**config.mk**
```make
export PLATFORM = sky130hd
export DESIGN_NAME = spart_tx_sched
export DESIGN_NICKNAME = d
export VERILOG_FILES = /design/src/rtl/spart_pkg.sv /design/src/rtl/spart_baud_gen.sv /design/src/rtl/spart_tx_sched.sv
export SDC_FILE = /design/constraint.sdc
export NUM_CORES = 1
export LEC_CHECK = 0
export CAP_MARGIN = 20
export CORE_ASPECT_RATIO = 1.75
export CORE_UTILIZATION = 51
export DETAILED_ROUTE_END_ITERATION = 8
export MAX_ROUTING_LAYER = met4
export PLACE_DENSITY = 0.85
export SYNTH_ARGS = -nofsm -noshare
export SYNTH_HDL_FRONTEND = slang
export SYNTH_SLANG_ARGS = --single-unit
```
**constraint.sdc**
```tcl
create_clock -name clk -period 7.67 [get_ports clk]
set_input_delay 1.9175 -clock clk [delete_from_list [all_inputs] [get_ports clk]]
set_output_delay 1.9175 -clock clk [all_outputs]
set_load 0.01 [all_outputs]
```
**src/rtl/spart_pkg.sv**
```systemverilog
// Shared SPART types and constants used by the transmit scheduler and baud generator.
package spart_pkg;

    localparam int SPART_DATA_W = 8;
    localparam int SPART_DIV_W  = 16;

    typedef enum logic [1:0] {
        IDLE      = 2'd0,
        WAIT_BUSY = 2'd1,
        WAIT_DONE = 2'd2
    } tx_sched_state_t;

endpackage

```
**src/rtl/spart_baud_gen.sv**
```systemverilog
// Programmable baud tick generator: one-cycle pulse every `div` clocks; div = 0 stops ticks.
module spart_baud_gen
    import spart_pkg::*;
#(
    parameter int DIV_W = SPART_DIV_W
) (
    input  logic             clk,
    input  logic             rst,
    input  logic [DIV_W-1:0] div,
    output logic             baud_enable
);

    logic [DIV_W-1:0] cnt_q;
    logic [DIV_W-1:0] cnt_d;
    logic             baud_q;
    logic             baud_d;

    // Next counter value; divisor is only sampled on reload so a change never truncates a period.
    always_comb begin
        cnt_d  = cnt_q;
        baud_d = 1'b0;
        if (div == {DIV_W{1'b0}}) begin
            cnt_d  = {DIV_W{1'b0}};
            baud_d = 1'b0;
        end else if (cnt_q == {DIV_W{1'b0}}) begin
            cnt_d  = div - {{(DIV_W-1){1'b0}}, 1'b1};
            baud_d = 1'b1;
        end else begin
            cnt_d  = cnt_q - {{(DIV_W-1){1'b0}}, 1'b1};
            baud_d = 1'b0;
        end
    end

    // Counter and tick registers.
    always_ff @(posedge clk) begin
        if (!rst) begin
            cnt_q  <= {DIV_W{1'b0}};
            baud_q <= 1'b0;
        end else begin
            cnt_q  <= cnt_d;
            baud_q <= baud_d;
        end
    end

    assign baud_enable = baud_q;

endmodule

```
**src/rtl/spart_tx_sched.sv**
```systemverilog
// SPART transmit scheduler: round-robin between two byte requesters, loads the
// transmitter one byte at a time by tracking tbr, and hosts the baud generator.
module spart_tx_sched
    import spart_pkg::*;
#(
    parameter int DATA_W = SPART_DATA_W,
    parameter int DIV_W  = SPART_DIV_W
) (
    input  logic              clk,
    input  logic              rst,
    input  logic [DIV_W-1:0]  div,
    input  logic              req0,
    input  logic              req1,
    input  logic [DATA_W-1:0] data0,
    input  logic [DATA_W-1:0] data1,
    output logic              ack0,
    output logic              ack1,
    input  logic              tbr,
    output logic              t_enable,
    output logic [DATA_W-1:0] tx_data,
    output logic              baud_enable,
    output logic              busy
);

    tx_sched_state_t   state_q, state_d;
    logic              last_grant_q, last_grant_d;
    logic              t_enable_q, t_enable_d;
    logic              ack0_q, ack0_d;
    logic              ack1_q, ack1_d;
    logic [DATA_W-1:0] tx_data_q, tx_data_d;
    logic              grant1;

    // Next-state, arbitration and load-strobe generation.
    always_comb begin
        state_d      = state_q;
        last_grant_d = last_grant_q;
        t_enable_d   = 1'b0;
        ack0_d       = 1'b0;
        ack1_d       = 1'b0;
        tx_data_d    = tx_data_q;
        // Port 1 wins when alone, or on a tie when port 0 was served last.
        grant1       = req1 & (~req0 | ~last_grant_q);
        case (state_q)
            IDLE: begin
                if (tbr && (req0 || req1)) begin
                    t_enable_d   = 1'b1;
                    last_grant_d = grant1;
                    if (grant1) begin
                        tx_data_d = data1;
                        ack1_d    = 1'b1;
                    end else begin
                        tx_data_d = data0;
                        ack0_d    = 1'b1;
                    end
                    state_d = WAIT_BUSY;
                end else begin
                    state_d = IDLE;
                end
            end
            WAIT_BUSY: begin
                if (!tbr) begin
                    state_d = WAIT_DONE;
                end else begin
                    state_d = WAIT_BUSY;
                end
            end
            WAIT_DONE: begin
                if (tbr) begin
                    state_d = IDLE;
                end else begin
                    state_d = WAIT_DONE;
                end
            end
            default: begin
                state_d = IDLE;
            end
        endcase
    end

    // State and registered output flops.
    always_ff @(posedge clk) begin
        if (!rst) begin
            state_q      <= IDLE;
            last_grant_q <= 1'b1;
            t_enable_q   <= 1'b0;
            ack0_q       <= 1'b0;
            ack1_q       <= 1'b0;
            tx_data_q    <= {DATA_W{1'b0}};
        end else begin
            state_q      <= state_d;
            last_grant_q <= last_grant_d;
            t_enable_q   <= t_enable_d;
            ack0_q       <= ack0_d;
            ack1_q       <= ack1_d;
            tx_data_q    <= tx_data_d;
        end
    end

    spart_baud_gen #(
        .DIV_W(DIV_W)
    ) u_baud_gen (
        .clk        (clk),
        .rst        (rst),
        .div        (div),
        .baud_enable(baud_enable)
    );

    assign t_enable = t_enable_q;
    assign ack0     = ack0_q;
    assign ack1     = ack1_q;
    assign tx_data  = tx_data_q;
    assign busy     = (state_q != IDLE);

endmodule

```
==> results_dict.tcl <==
set metrics [dict create \
    outcome "finished, final reports clean" \
    synth_top_flop_cell "dfxtp_1" \
    cts_setup_buffers 0 \
    post_cts_resized 0 \
    maxCapViolations 0 \
    stdcell_area_mm2 0.00238 \
    routed_wl_mm 4.79 \
    worstSetupPathType "in2reg" \
    drc 0 \
    yosysWarnings 0 \
    cts_tree "yes" \
    synth_top_cell_by_area "dfxtp_1" \
    synth_top_family_by_area "simple AND/OR/NAND/NOR gates" \
    hold_violations 0 \
    critPathSlowestCell "o41ai_2" \
    end_kind "flip-flop" \
    crit_chain "clkdlybuf4s50_1 > nor4_1 > nand2_1 > o41ai_2 > buf_4 > nor2b_1 > mux2_2" \
    synthArstFlopShare_pct 0 \
    fmax_mhz 235 \
    postSynthCellCount 196 \
    ff_latch_area_um2 621 \
    insertedDiodeCount 0 \
    synthSimpleGateAreaFrac_pct 24.8 \
    rsz0062_at_grt "false" \
    period_needed_ns 4.26 \
    multiInputGateArea_mm2 0.00107 \
    finalSetupViolCount 0 \
    synth_fa_ha_area_share_pct 0.720 \
    grt_util_met3_pct 5.45 \
    cp_slowest_stage_delay_ns 0.82 \
    portBuffers 49 \
    area_growth_pct 37.0 \
    placed_area_mm2 0.00225 \
    grt-busiest-layer "met2" \
    syn_nets 234 \
    synth_top_area_share_pct 35.7 \
    period_share_pct 55.5 \
    grt_pass1_vias 1731 \
    grtUsageTotal_pct 29.5 \
    gp_congestion 0.945 \
    clkTransAtPathRegs_ns 0.06 \
    synth_area_leaders "dfxtp_1 (36%), mux2i_1 (6.3%), o211a_1 (4.6%)" \
    initial_core_util_pct 54.1 \
    worst-path-max-fanout 12 \
    core_area_mm2 0.00321 \
    h-tree-depth 2 \
    vias_per_cell 6.06 \
    muxShareOfSynthArea_pct 8.29 \
    drive_above_1_share_pct 10.6 \
    clk_path_buf_depth 2 \
    hpwl_mm 3.51 \
    critPathArrivalTime_ns 4.43 \
    grt_first_pass_wirelength_mm 7.75 \
    clock_latency_ns 0.28 \
    netlist_area_mm2 0.00174 \
    wl_per_cell_um 16.6 \
    die_h_um 79.2 \
    cellPowerDensity_mw_per_mm2 361 \
    antenna_found_initial 0 \
    synth.distinct_cells 51 \
    grtUsageMet2_pct 53.2 \
    nNetsFinal 283 \
    dr.first_iter.drc_count 95 \
    grt_max_degree 24 \
    hp-class "reg2reg" \
    vias 1752 \
    worst_pin_slew_ns 0.913 \
    clock-sinks 31 \
    leakagePower_nw 0.932 \
    cts-root-buf "clkbuf_8" \
    ys_seq_elements 31 \
    peakVddDrop_uv 259 \
    slew_headroom_pct 38.5 \
    die_x_um 46.1 \
    fill_cells 246 \
    gr-total-overflow 0 \
    clock_skew_ns 0.0111 \
    synth_edf_count 0 \
    cts_buffers 5 \
    required_ns 7.84 \
    ios 50 \
    yosysSeqAreaShare_pct 35.7 \
    dr.pass1.iters 4 \
    fin_setup_tns_ns 0 \
    final_max_slew_viol_count 0 \
    synth_area_per_cell_um2 8.86 \
    drtAntennaViolNets 0 \
    postCtsHoldBufs 0 \
    synth_xor_area_share_pct 2.52 \
    synth-compound-area-share_pct 24.7 \
    die_area_mm2 0.00365 \
    rows 27 \
    grtUsageMet1_pct 30.5 \
    startpoint_type "input port" \
]
==> layout by cell type (no fill, tap or decap), types with 2 or more instances in the layout <==
cell type,Yosys,layout
or4_1,3,3
a21o_1,2,2
a21oi_1,9,9
o211a_1,8,8
dfxtp_1,31,31
and2_1,2,2
a31oi_1,11,11
nor4_1,5,5
a311oi_1,3,3
xnor2_1,2,2
or3_1,2,2
clkbuf_8,0,6
nand3_1,3,3
buf_4,2,3
a211o_1,2,2
inv_1,2,2
o311ai_0,3,3
clkdlybuf4s50_1,0,49
o211ai_1,2,2
and3_1,2,2
nand2_1,13,13
a211oi_2,2,2
xor2_1,3,3
mux2_2,2,2
nor3_1,11,11
a211oi_1,2,2
o31ai_1,2,2
o21ai_0,4,4
or2_2,5,5
nand4_1,2,2
nor2b_1,4,4
mux2i_1,11,11
nor2_1,15,15
nor3b_1,2,2
==> layer usage <==
layer | vias up | share of wire [%]
met2 | 74 | 57
met4 | 0 | 1.1
met3 | 9 | 4.5
li1 | 853 | -
met5 | - | 0
met1 | 816 | 37
==> stage by stage <==
| step | utilization, % | total power, W | hold slack, ns | setup slack, ns | std cells |
|---|---|---|---|---|---|
| 6_report | 74.2 | 0.000860 | 0.491 | 3.41 | 289 |
| 5_1_grt | 74.2 | 0.000920 | 0.515 | 3.28 | 289 |
| 4_1_cts | 73.9 | 0.000853 | 0.488 | 3.46 | 288 |
| 3_5_place_dp | 70.3 | 0.000686 | 0.471 | 3.17 | 280 |
| 3_3_place_gp | 70.3 | 0.000681 | 0.466 | 3.21 | 280 |
| 2_1_floorplan | - | 0.000592 | 0.436 | 3.75 | 196 |
==> registers in the layout (all words and copies together) (netlist names) <==
name,count
tx_data,8
ack1,1
ack0,1
state_q,2
u_baud_gen.cnt_q,16
t_enable,1
u_baud_gen.baud_enable,1
last_grant_q,1
==> critical path, delay by kind of cell <==
kind	cells	cell delay (ns)
simple gates	3	0.61
mux	1	0.26
compound gates	1	0.82
buf+inv	2	0.83
==> cell usage after synthesis (all sizes together), types with 2 or more instances <==
library cell / count
a21oi: 9
dfxtp: 31
a211o: 2
a31oi: 11
xnor2: 2
mux2: 3
mux2i: 11
nand4: 2
xor2: 3
and2: 2
a31o: 2
a21o: 2
nor2b: 4
nor3: 11
nor4: 6
or2: 5
or3: 3
buf: 6
nand2: 13
nand3: 3
and3: 2
o211ai: 2
inv: 2
nor2: 15
o311ai: 3
o211a: 8
o31ai: 2
clkbuf: 4
a211oi: 4
or4: 3
a311oi: 3
o21ai: 4
nor3b: 2
==> power breakdown <==
group	leakage (nW)	switching, W	total [W]	internal (W)
Sequential	0.255	0.0000446	0.000246	0.000202
Clock	0.0612	0.0000612	0.000166	0.000105
Combinational	0.616	0.000263	0.000448	0.000184
==> worst paths after layout <==
path                              from                    to  slack (ns)  cells after the start
hold reg to reg           last_grant_q          last_grant_q        0.49                      2
setup reg to reg  u_baud_gen.cnt_q[11]  u_baud_gen.cnt_q[12]        4.56                     10
hold / removal            last_grant_q          last_grant_q        0.49                      2
setup / recovery                div[2]  u_baud_gen.cnt_q[13]        3.41                      7
==> logic make-up (layout without fill, tap and decap cells) <==
logic type               after synthesis  in the layout
AO/OA/AOI/OAI                         57             57
flip-flops                            31             31
AND/OR/NAND/NOR                       76             76
buffers and inverters                 12             62
XOR/XNOR                               5              5
multiplexers                          14             14
adder cells (fa/ha/maj)                1              1
==> cell type report <==
cell class                      instances  share of cell area [%]
Clock buffer                            6                    3.47
Clock inverter                          2                    1.47
Inverter                                2                   0.315
Multi-Input combinational cell        153                    44.8
Sequential cell                        31                    26.1
Tap cell                               43                    2.26
Timing Repair Buffer                   52                    21.6
No activity file was read; power rests on OpenSTA's default activity.
